===== src/rtl/seq_count_pkg.sv =====
// Shared definitions for the seq_count_ctrl start/count/terminate controller:
// FSM state encoding and default parameter values.
package seq_count_pkg;

    localparam int DEFAULT_WIDTH   = 4;
    localparam int DEFAULT_TIMEOUT = 8;

    // 2'd3 is unused and recovers to ST_IDLE.
    typedef enum logic [1:0] {
        ST_IDLE = 2'd0,
        ST_ARM  = 2'd1,
        ST_RUN  = 2'd2
    } state_t;

endpackage


===== src/rtl/up_counter_en.sv =====
// WIDTH-generic up counter with synchronous clear and count enable.
// Clear has priority over enable; the count wraps modulo 2^WIDTH.
module up_counter_en
    import seq_count_pkg::*;
#(
    parameter int WIDTH = DEFAULT_WIDTH
) (
    input  logic             clk,
    input  logic             clr,
    input  logic             en,
    output logic [WIDTH-1:0] q
);

    logic [WIDTH-1:0] r_q;

    // NOTE: clr is tested first so a clear always wins over a count request.
    always_ff @(posedge clk) begin
        if (clr) begin
            r_q <= '0;
        end else if (en) begin
            r_q <= r_q + WIDTH'(1);
        end
    end

    assign q = r_q;

endmodule


===== src/rtl/seq_count_ctrl.sv =====
// Start/count/terminate controller: counts qualified x cycles up to a latched
// terminal value, then pulses g. Optional ARM-state abort via SEQ_COUNT_TIMEOUT_EN.
module seq_count_ctrl
    import seq_count_pkg::*;
#(
    parameter int WIDTH   = DEFAULT_WIDTH,
    parameter int TIMEOUT = DEFAULT_TIMEOUT
) (
    input  logic             clk,
    input  logic             reset,
    input  logic             s,
    input  logic             x,
    input  logic [WIDTH-1:0] term,
    output logic [WIDTH-1:0] q,
    output logic             z,
    output logic             g,
    output logic             busy,
    output logic             err
);

    state_t           r_state;
    state_t           w_state_next;
    logic [WIDTH-1:0] r_term;
    logic [WIDTH-1:0] w_q;
    logic             r_g;
    logic             w_g_next;
    logic             w_start;
    logic             w_en;
    logic             w_clr;
    logic             w_timeout;

    // Reset clears the count through the same path as a start.
    assign w_clr = reset | w_start;

    up_counter_en #(
        .WIDTH (WIDTH)
    ) u_count (
        .clk (clk),
        .clr (w_clr),
        .en  (w_en),
        .q   (w_q)
    );

    assign q    = w_q;
    assign z    = (w_q == r_term);
    assign g    = r_g;
    assign busy = (r_state != ST_IDLE);

    always_ff @(posedge clk) begin
        if (reset) begin
            r_state <= ST_IDLE;
            r_term  <= '0;
            r_g     <= 1'b0;
        end else begin
            r_state <= w_state_next;
            r_g     <= w_g_next;
            if (w_start) begin
                r_term <= term;
            end
        end
    end

    // NOTE: every output of this block gets a default first, so no latches.
    always_comb begin
        w_state_next = r_state;
        w_start      = 1'b0;
        w_en         = 1'b0;
        w_g_next     = 1'b0;
        case (r_state)
            ST_IDLE: begin
                if (s) begin
                    w_state_next = ST_ARM;
                    w_start      = 1'b1;
                end
            end
            ST_ARM: begin
                if (x) begin
                    w_en         = 1'b1;
                    w_state_next = ST_RUN;
                end else if (w_timeout) begin
                    w_state_next = ST_IDLE;
                end
            end
            ST_RUN: begin
                if (z) begin
                    w_state_next = ST_IDLE;
                    w_g_next     = 1'b1;
                end else if (x) begin
                    w_en = 1'b1;
                end else begin
                    w_state_next = ST_ARM;
                end
            end
            default: begin
                w_state_next = ST_IDLE;
            end
        endcase
    end

`ifdef SEQ_COUNT_TIMEOUT_EN
    localparam int IDLE_W = $clog2(TIMEOUT + 1);

    logic [IDLE_W-1:0] r_idle_cnt;
    logic              r_err;

    // Limit is hit on the TIMEOUT-th consecutive x-low ARM cycle; x=1 still wins.
    assign w_timeout = (r_state == ST_ARM) && (r_idle_cnt == IDLE_W'(TIMEOUT - 1));

    always_ff @(posedge clk) begin
        if (reset) begin
            r_idle_cnt <= '0;
            r_err      <= 1'b0;
        end else begin
            r_err <= w_timeout & ~x;
            if ((r_state == ST_ARM) && !x && !w_timeout) begin
                r_idle_cnt <= r_idle_cnt + IDLE_W'(1);
            end else begin
                r_idle_cnt <= '0;
            end
        end
    end

    assign err = r_err;
`else
    assign w_timeout = 1'b0;
    assign err       = 1'b0;
`endif

endmodule


===== config.mk =====
export PLATFORM = sky130hd
export DESIGN_NAME = seq_count_ctrl
export DESIGN_NICKNAME = d
export VERILOG_FILES = /design/src/rtl/seq_count_pkg.sv /design/src/rtl/up_counter_en.sv /design/src/rtl/seq_count_ctrl.sv
export SDC_FILE = /design/constraint.sdc
export NUM_CORES = 1
export LEC_CHECK = 0
export BUFFER_PORTS_ARGS = -buffer_cell sky130_fd_sc_hd__buf_2
export CAP_MARGIN = 5
export CORE_MARGIN = 1.5
export CORE_UTILIZATION = 25
export DETAILED_ROUTE_END_ITERATION = 10
export PLACE_DENSITY = 0.51
export SYNTH_ARGS = -nofsm -noshare
export SYNTH_HDL_FRONTEND = slang
export SYNTH_SLANG_ARGS = --single-unit

===== constraint.sdc =====
create_clock -name clk -period 2 [get_ports clk]
set_input_delay 0.3 -clock clk [delete_from_list [all_inputs] [get_ports clk]]
set_output_delay 0.3 -clock clk [all_outputs]
set_load 0.01 [all_outputs]

==> flow_metrics.py <==
metrics = {
    "routing": {
        "vias": 543,
        "avgRoutedWirePerCell_um": 10.8,
        "ant_nets": 0,
        "routed_wl_um": 1290,
        "top_layer": "met4",
        "via_per_inst": 4.56,
        "drc_errors": 0,
        "drtPass1Iterations": 4,
        "drt_iter0_markers": 7,
        "met1_length_um": 630,
        "wl_met3_um": 61,
        "wl_met2_um": 570,
    },
    "sta": {
        "slew_headroom": 0.654,
        "fin_crit_ns": 1.63,
        "rsz0062_at_grt": "no",
        "finalMaxSlewViolations": 0,
        "fin_crit_sh": 0.817,
        "worstMarginPinSlew_ns": 0.519,
        "final.setup_skew_ns": 0.00475,
        "hold_slack_ns": 0.274,
        "hold_viol": 0,
        "setup_tns_ns": 0,
        "fmax_mhz": 612,
        "setup_viol": 0,
    },
    "synth": {
        "synthTopCellsByCount": "dfxtp_1, nand2_1, a21oi_1, ha_1, inv_1",
        "yosys.area.top_type": "dfxtp_1",
        "syn-num-nets": 88,
        "ys_seq_area_frac": 0.340,
        "synthCells": 74,
        "synth.distinct_cells": 25,
        "yosys.cell_count.top_type": "dfxtp_1",
        "avgSynthCellArea_um2": 8.74,
        "synth_area_leaders": "dfxtp_1, ha_1, mux2i_1",
        "synth_flop_cell": "dfxtp_1",
        "synth-seq-cells": 11,
        "async_flop_share": 0,
        "syn_area_um2": 647,
        "synth-edff-count": 0,
        "yosys_warnings": 0,
        "synth_top_area_share": 0.340,
    },
    "power": {
        "power.density_mw_per_mm2": 958,
        "leakagePower_nw": 0.345,
        "power_w": 0.000733,
        "peakVddDrop_mv": 0.404,
    },
    "final_layout": {
        "fill_cells": 261,
        "instances_no_fill": 119,
        "drive_gt1_frac": 0.225,
        "nNetsFinal": 104,
        "n_antenna_cell": 0,
        "area_delta_synth_final_pct": 18.4,
    },
    "floorplan": {
        "die_h_um": 53.9,
        "die_w_um": 53.9,
        "rows": 18,
        "pin_count": 16,
        "initial_utilization": 0.264,
        "fp.coreArea_mm2": 0.00245,
        "dieArea_mm2": 0.00290,
    },
    "setup_path": {
        "max_stage_delay_ns": 0.46,
        "cp.required_ns": 2.18,
        "cp.arrival_ns": 1.82,
        "path_buf_inv": 1,
        "path_class": "reg -> reg",
        "worst-path-max-fanout": 8,
        "crit_family": "compound AO/OA/AOI/OAI gates",
        "crit_slowest_cell": "a21oi_1",
        "crit_path_cell_trace": "inv_1, ha_1, a21oi_1, nand2_1, o31ai_1",
        "crit_path_end_kind": "register",
        "cp-start-kind": "register",
    },
    "clock_tree": {
        "cts-buffers-inserted": 3,
        "clock-sinks": 11,
        "postCtsSetupBuffers": 0,
        "cts_resized": 0,
        "holdBufCountCts": 0,
        "cts_tree": "yes",
        "path_clk_slew_ns": 0.08,
        "clock_latency_ns": 0.27,
        "htreeDepth": 1,
        "clockBufferDepth": 2,
        "cts-root-buf": "clkbuf_4",
    },
    "place": {
        "gp_congestion": 0.735,
        "hpwl_um": 1010,
        "portBuffers": 14,
        "place_inst": 115,
    },
    "global_route": {
        "grt_overflow_total": 0,
        "antenna_found_initial": 0,
        "grt_pass1_wl_um": 2240,
        "grt_pass1_vias": 539,
        "grt_max_degree": 11,
        "grtUsageTotal": 0.112,
    },
    "hold_path": {
        "hold_class": "in -> reg",
    },
    "status": {
        "outcome": "finished, final reports clean",
    },
    "job": {
        "drv_cap": 0,
    },
}
## layer usage
| metal | vias to the layer above | GRT usage |
|---|---|---|
| met2 | 13 | 0.163 |
| met3 | 4 | 0.0333 |
| li1 | 284 | - |
| met4 | 0 | 0.0769 |
| met5 | - | 0 |
| met1 | 242 | 0.139 |
## final timing paths
path                   start      endpoint  depth (start not counted)  slack [ns]
setup / recovery  r_state[0]  u_count.q[1]                          5        0.37
hold / removal       term[0]     r_term[0]                          3        0.27
setup reg to reg  r_state[0]  u_count.q[1]                          5        0.37
hold reg to reg    r_term[3]     r_term[3]                          2        0.48
## flip-flops by register name (all words and copies together), names as in the netlist
register / cells
u_count.q: 4
g: 1
r_state: 2
r_term: 4
## worst register-to-register path, stage by stage, from the launching register on
cell and delay (ns):
dfxtp_1 0.41, inv_1 0.09, ha_1 0.30, a21oi_1 0.46, nand2_1 0.10, o31ai_1 0.19
## power breakdown
part | leakage (nW) | switching (W) | internal [W]
registers | 0.0896 | 0.0000337 | 0.000251
logic | 0.240 | 0.000171 | 0.000120
clock network | 0.0150 | 0.0000802 | 0.0000772
## per-stage QoR
stage	area, um^2	util	setup WS (ns)
6_report	766	0.312	0.365
5_1_grt	766	0.312	0.144
4_1_cts	766	0.312	0.353
3_5_place_dp	739	0.301	0.357
3_3_place_gp	739	0.301	0.404
2_1_floorplan	647	-	0.489
## cell type report
class	count	area, um^2	share of cell area
multi-input cells	54	389	0.508
flip-flops and latches	11	220	0.288
repair buffers	14	70.1	0.0915
well taps	30	37.5	0.0490
clock buffers	4	26.3	0.0343
inverters	6	22.5	0.0294
## placed cells by master (no fill, tap or decap), types with 2 or more instances in the layout
master / instances
o21ai_0: 3
ha_1: 6
nand2b_1: 5
xnor2_1: 2
dfxtp_1: 11
mux2i_1: 4
a21oi_1: 6
clkbuf_4: 3
buf_2: 14
nand2_1: 8
nand3_1: 5
xnor2_2: 2
and3_1: 2
inv_1: 6
## kinds of logic after synthesis
kind of cell | count (synthesis) | synth area share
AOI/OAI and AO/OA | 15 | 0.155
buffers and inverters | 9 | 0.0580
DFF | 11 | 0.340
other | 1 | 0.00580
and+or+nand+nor | 24 | 0.186
adders and majority gates | 6 | 0.116
muxes | 4 | 0.0619
xor gates and xnor gates | 4 | 0.0774
Power figures use the tool's default switching activity.
